--- src/rtl/serial_adder.sv ---
// -----------------------------------------------------------------------------
// serial_adder
//   Bit-serial WIDTH-bit adder built around one full-adder cell and a
//   registered carry. Operands and carry-in are captured on an accepted start,
//   one bit is processed per clock (LSB first), and after WIDTH cycles the full
//   sum and carry-out are presented together with a one-cycle done pulse.
//
// Ports:
//   clk    rising-edge clock
//   rst    synchronous, active-high reset
//   start  begin an addition; sampled only while busy is low
//   a, b   WIDTH-bit operands, captured on the accepted start edge
//   ci     carry-in, captured on the accepted start edge
//   busy   high while an operation is in flight (RUN and DONE)
//   done   one-cycle pulse, s/co valid
//   s      registered sum, held until the next completion
//   co     registered carry-out, held until the next completion
// -----------------------------------------------------------------------------
module serial_adder #(
    parameter int WIDTH = 8
) (
    input  logic             clk,
    input  logic             rst,
    input  logic             start,
    input  logic [WIDTH-1:0] a,
    input  logic [WIDTH-1:0] b,
    input  logic             ci,
    output logic             busy,
    output logic             done,
    output logic [WIDTH-1:0] s,
    output logic             co
);

    localparam int CNT_W = (WIDTH > 1) ? $clog2(WIDTH) : 1;
    localparam logic [CNT_W-1:0] CNT_LAST = CNT_W'(WIDTH - 1);

    typedef enum logic [1:0] {
        ST_IDLE = 2'd0,
        ST_RUN  = 2'd1,
        ST_DONE = 2'd2
    } state_t;

    // One full-adder cell: returns {carry_out, sum}.
    function automatic logic [1:0] full_add(input logic x, input logic y, input logic cin);
        return {(x & y) | (y & cin) | (cin & x), x ^ y ^ cin};
    endfunction

    state_t           state_r;
    state_t           state_nxt_s;
    logic             load_s;
    logic             step_s;
    logic             finish_s;

    logic [WIDTH-1:0] ra_r;
    logic [WIDTH-1:0] rb_r;
    logic [WIDTH-1:0] psum_r;
    logic [WIDTH-1:0] psum_nxt_s;
    logic             carry_r;
    logic [CNT_W-1:0] count_r;
    logic [1:0]       fa_s;

    logic [WIDTH-1:0] s_r;
    logic             co_r;
    logic             busy_r;
    logic             done_r;

    assign fa_s = full_add(ra_r[0], rb_r[0], carry_r);

    // The new sum bit enters at the MSB while older bits move toward the LSB,
    // so after WIDTH steps bit 0 of the sum lands in bit 0. Written as a
    // shift/or so it also holds for WIDTH == 1.
    assign psum_nxt_s = (WIDTH'(fa_s[0]) << (WIDTH - 1)) | (psum_r >> 1);

    // State register
    always_ff @(posedge clk) begin
        if (rst) begin
            state_r <= ST_IDLE;
        end else begin
            state_r <= state_nxt_s;
        end
    end

    // Next-state and datapath control decode
    always_comb begin
        state_nxt_s = state_r;
        load_s      = 1'b0;
        step_s      = 1'b0;
        finish_s    = 1'b0;
        case (state_r)
            ST_IDLE: begin
                if (start) begin
                    load_s      = 1'b1;
                    state_nxt_s = ST_RUN;
                end else begin
                    state_nxt_s = ST_IDLE;
                end
            end
            ST_RUN: begin
                step_s = 1'b1;
                if (count_r == CNT_LAST) begin
                    finish_s    = 1'b1;
                    state_nxt_s = ST_DONE;
                end else begin
                    state_nxt_s = ST_RUN;
                end
            end
            ST_DONE: begin
                state_nxt_s = ST_IDLE;
            end
            default: begin
                state_nxt_s = ST_IDLE;
            end
        endcase
    end

    // Operand shifters, carry, bit counter and partial sum
    always_ff @(posedge clk) begin
        if (rst) begin
            ra_r    <= '0;
            rb_r    <= '0;
            psum_r  <= '0;
            carry_r <= 1'b0;
            count_r <= '0;
        end else if (load_s) begin
            ra_r    <= a;
            rb_r    <= b;
            psum_r  <= '0;
            carry_r <= ci;
            count_r <= '0;
        end else if (step_s) begin
            ra_r    <= ra_r >> 1;
            rb_r    <= rb_r >> 1;
            psum_r  <= psum_nxt_s;
            carry_r <= fa_s[1];
            count_r <= count_r + CNT_W'(1);
        end else begin
            ra_r    <= ra_r;
            rb_r    <= rb_r;
            psum_r  <= psum_r;
            carry_r <= carry_r;
            count_r <= count_r;
        end
    end

    // Result registers: updated only on the completion edge
    always_ff @(posedge clk) begin
        if (rst) begin
            s_r  <= '0;
            co_r <= 1'b0;
        end else if (finish_s) begin
            s_r  <= psum_nxt_s;
            co_r <= fa_s[1];
        end else begin
            s_r  <= s_r;
            co_r <= co_r;
        end
    end

    // Status flags registered from the next state so they track state_r exactly
    always_ff @(posedge clk) begin
        if (rst) begin
            busy_r <= 1'b0;
            done_r <= 1'b0;
        end else begin
            busy_r <= (state_nxt_s != ST_IDLE);
            done_r <= (state_nxt_s == ST_DONE);
        end
    end

    assign busy = busy_r;
    assign done = done_r;
    assign s    = s_r;
    assign co   = co_r;

endmodule

--- config.mk ---
export PLATFORM = sky130hd
export DESIGN_NAME = serial_adder
export DESIGN_NICKNAME = d
export VERILOG_FILES = /design/src/rtl/serial_adder.sv
export SDC_FILE = /design/constraint.sdc
export NUM_CORES = 1
export LEC_CHECK = 0
export CORE_MARGIN = 1
export CORE_UTILIZATION = 50
export DETAILED_ROUTE_END_ITERATION = 8
export GPL_TIMING_DRIVEN = 0
export HOLD_SLACK_MARGIN = 0.12
export PLACE_DENSITY = 0.77
export SLEW_MARGIN = 15
export SYNTH_ARGS = -nofsm -noshare
export SYNTH_HDL_FRONTEND = slang
export SYNTH_SLANG_ARGS = --single-unit
--- constraint.sdc ---
create_clock -name clk -period 1.95 [get_ports clk]
set_clock_uncertainty 0.05 [all_clocks]
set_input_delay 0.195 -clock clk [delete_from_list [all_inputs] [get_ports clk]]
set_output_delay 0.195 -clock clk [all_outputs]
set_load 0.03 [all_outputs]
==> run_results.csv <==
group,metric,value,unit
sta,final-hold-violation-count,0,
cells_and_area,most_frequent_standard_cell_in_the_layout_excluding_fill_and_tap_cells,"sky130_fd_sc_hd__nand2_1",
power,vdd_ir_drop_max,0.547,mV
die,horiz_die_dim,59.0,um
drt,detailedRoute.firstIterationViolations,93,
setup_path,cp.required,2.13,ns
setup_path,setup.worst_path.start_class,"register",
global_routing,grt_pass1_wl,5800,um
min_path,min_path_type,"input port to register",
drt,ant_nets,0,
yosys,netlist_instances,195,
setup_path,timing_worst_setup_path_type,"register to register",
cells_and_area,layout_common_cells,"41 x sky130_fd_sc_hd__nand2_1, 40 x sky130_fd_sc_hd__dfxtp_1, 33 x sky130_fd_sc_hd__a21oi_1, 30 x sky130_fd_sc_hd__clkdlybuf4s50_1, 20 x sky130_fd_sc_hd__nor2_1",
placement,port_buffers,30,
sta,worst_slew_margin_rel,65.5,%
setup_path,cp.arrival,1.85,ns
sta,final_max_slew_viol_count,0,
run,max_cap_violations,0,
cells_and_area,final.fill_count,273,
yosys,xor_and_xnor_area_share_after_synthesis,0.540,%
yosys,multiplexer_share_of_the_synthesized_area,0.617,%
yosys,mappedNetlistArea,1620,sq um
setup_path,end_kind,"register",
setup_path,worst_r2r_path_depth,6,
die,die_h,59.0,um
yosys,compound_gate_fraction_of_synth_area,17.3,%
drt,detail_route.drc_violations,0,
cells_and_area,stdcell_area,2050,sq um
die,fp-row-count,20,
cells_and_area,final_layout_size_suffix_gt1_share,11.2,%
clocking,tritoncts_num_sinks,40,
global_routing,overflow,0,
yosys,mappedNetlistNets,218,
cells_and_area,antennaDiodeCount,0,
die,die_area,3480,sq um
sta,fmax,597,MHz
yosys,synth_seq_area_share,49.4,%
clocking,cts.root.buffer_cell,"sky130_fd_sc_hd__clkbuf_4",
global_routing,grt_antenna_before_repair,0,
yosys,ys_seq_elements,40,
placement,placed_cell_count,269,
clocking,cts_inserted_buffers,5,
clocking,clockBufferDepth,2,
drt,routed_wl,3400,um
clocking,worstSkewPairLatency,0.35,ns
placement,place_area,1980,sq um
status,status,"finished clean",
cells_and_area,seq_area,801,sq um
sta,fin_tns_setup,0,ns
power,pwr_density_cell,797,nW/um^2
die,ios,31,
global_routing,overall_routing_resource_usage,22.5,%
drt,viasPerCell,5.20,
clocking,cts_htree_levels,2,
sta,setup_repair_after_global_routing_missed_its_margin,"no",
sta,pin_slew_with_the_least_headroom_to_its_limit,0.517,ns
yosys,synth.avg_cell_area,8.32,sq um
cells_and_area,layoutNonFillerInstCount,276,
die,placeable_area,3050,sq um
clocking,tritoncts_clock_tree,"done",
min_path,hold-path-cell-count,3,
placement,global_placement_routability_congestion,0.751,
sta,timing.final.crit_share,85.8,%
yosys,synthDistinctLibCells,26,
yosys,yosysWarningCount,0,
sta,setup_viol,0,
sta,timing.hold.ws,0.344,ns
drt,num_vias,1436,
yosys,main_combinational_cell_family_by_area_after_synthesis,"simple AND/OR/NAND/NOR gates",
setup_path,crit_fanout,10,
global_routing,grt_start_max_net_pins,14,
yosys,post_synth_fa_ha_maj_area_fraction,2.78,%
cells_and_area,layout-area-overhead-vs-synth,26.7,%
placement,place.detailed.hpwl,2440,um
clocking,path_clk_slew,0.12,ns
yosys,synth-simple-area-share,24.3,%
cells_and_area,multi_input_area,738,sq um
global_routing,via_count_of_the_first_global_routing_pass,1306,
drt,wl_per_cell,12.3,um
die,start_util,53.1,%
drt,first_pass_iters,6,
cells_and_area,fin_nets,254,
sta,finalWorstPathRequiredPeriod,1.67,ns
power,total_leakage_power,0.744,nW
[per-stage QoR]
stage               utilization (%)  setup WS [ns]  power [W]
finish                         67.3          0.276    0.00164
CTS                            67.4          0.116    0.00165
detailed placement             64.8         0.0261    0.00111
global route                   67.3          0.140    0.00173
floorplan                         -          0.379    0.00103
global placement               64.8          0.136    0.00110
[power by group]
part           internal, W  leakage [nW]  total [W]  switching (W)
Clock             0.000267        0.0412   0.000544       0.000276
Combinational     0.000105         0.376   0.000217       0.000113
Sequential        0.000855         0.327   0.000877      0.0000219
Total              0.00123         0.744    0.00164       0.000411
[sequential cells by signal (all words and copies together), names as in the netlist]
| register | cells |
|---|---|
| busy | 1 |
| co | 1 |
| carry_r | 1 |
| s | 8 |
| psum_r | 7 |
| done | 1 |
| state_r | 2 |
| ra_r | 8 |
| rb_r | 8 |
| count_r | 3 |
[critical path, stage by stage, from the launching register on]
cell and delay, ns:
sky130_fd_sc_hd__dfxtp_1 0.38, sky130_fd_sc_hd__ha_1 0.17, sky130_fd_sc_hd__ha_1 0.39, sky130_fd_sc_hd__nand3b_1 0.16, sky130_fd_sc_hd__clkbuf_2 0.22, sky130_fd_sc_hd__nand2_1 0.10, sky130_fd_sc_hd__a21oi_1 0.07
[metal layers]
layer / vias to the layer above / GRT usage, % / wire length [um]
li1: 728 / - / -
met1: 660 / 27.3 / 1520
met2: 41 / 37.8 / 1680
met3: 7 / 7.25 / 154
met4: 0 / 7.14 / 48
met5: - / 0 / 0
[cell usage after synthesis]
master / n / share of area [%]
sky130_fd_sc_hd__nand2_1: 41 / 9.5
sky130_fd_sc_hd__dfxtp_1: 40 / 49
sky130_fd_sc_hd__a21oi_1: 33 / 10
sky130_fd_sc_hd__nor2_1: 20 / 4.6
sky130_fd_sc_hd__a211oi_1: 11 / 5.1
sky130_fd_sc_hd__nand3_1: 10 / 3.1
sky130_fd_sc_hd__buf_2: 8 / 2.5
sky130_fd_sc_hd__clkbuf_1: 5 / 1.2
sky130_fd_sc_hd__nand2b_1: 5 / 1.9
sky130_fd_sc_hd__nor3_1: 3 / 0.93
sky130_fd_sc_hd__or3b_2: 3 / 1.6
sky130_fd_sc_hd__ha_1: 2 / 1.5
sky130_fd_sc_hd__a311oi_2: 1 / 0.93
sky130_fd_sc_hd__and2b_1: 1 / 0.46
sky130_fd_sc_hd__buf_4: 1 / 0.46
sky130_fd_sc_hd__buf_6: 1 / 0.69
sky130_fd_sc_hd__clkbuf_2: 1 / 0.31
sky130_fd_sc_hd__fa_1: 1 / 1.2
sky130_fd_sc_hd__mux2i_1: 1 / 0.62
sky130_fd_sc_hd__nand3b_1: 1 / 0.46
sky130_fd_sc_hd__nor2b_1: 1 / 0.39
sky130_fd_sc_hd__nor3b_2: 1 / 0.77
sky130_fd_sc_hd__o21a_1: 1 / 0.46
sky130_fd_sc_hd__o21ba_2: 1 / 0.62
sky130_fd_sc_hd__or3b_1: 1 / 0.54
sky130_fd_sc_hd__xnor2_1: 1 / 0.54
[path summary, 6_finish.rpt]
check	startpoint	end	slack, ns
max	count_r[0]	s[0]	0.28
min	b[7]	rb_r[7]	0.34
max reg2reg	count_r[0]	s[0]	0.28
min reg2reg	s[3]	s[3]	0.41
[final cells by class]
cell class / instances / area share (%)
clock buffer: 5 / 1.83
sequential: 40 / 39.0
buffer: 15 / 3.90
tap: 44 / 2.68
multi-input combinational: 139 / 35.9
clock inverter: 3 / 2.07
timing repair buffer: 30 / 14.6
[what timing repair did]
| item | 4_1_cts | 5_1_grt |
|---|---|---|
| hold buffers | 0 | 0 |
| endpoints found under the setup margin | 1 | 5 |
| resized for setup | 1 | 0 |
| buffers inserted | 0 | 0 |
| pin swaps | 0 | 0 |
[cells by family after synthesis]
group,Yosys count
multiplexers,1
AND/OR/NAND/NOR,87
buffers and inverters,16
flip-flops,40
AO/OA/AOI/OAI,47
adder cells (fa/ha/maj),3
XOR/XNOR,1
Note: power is estimated with default switching activity, not from simulation.
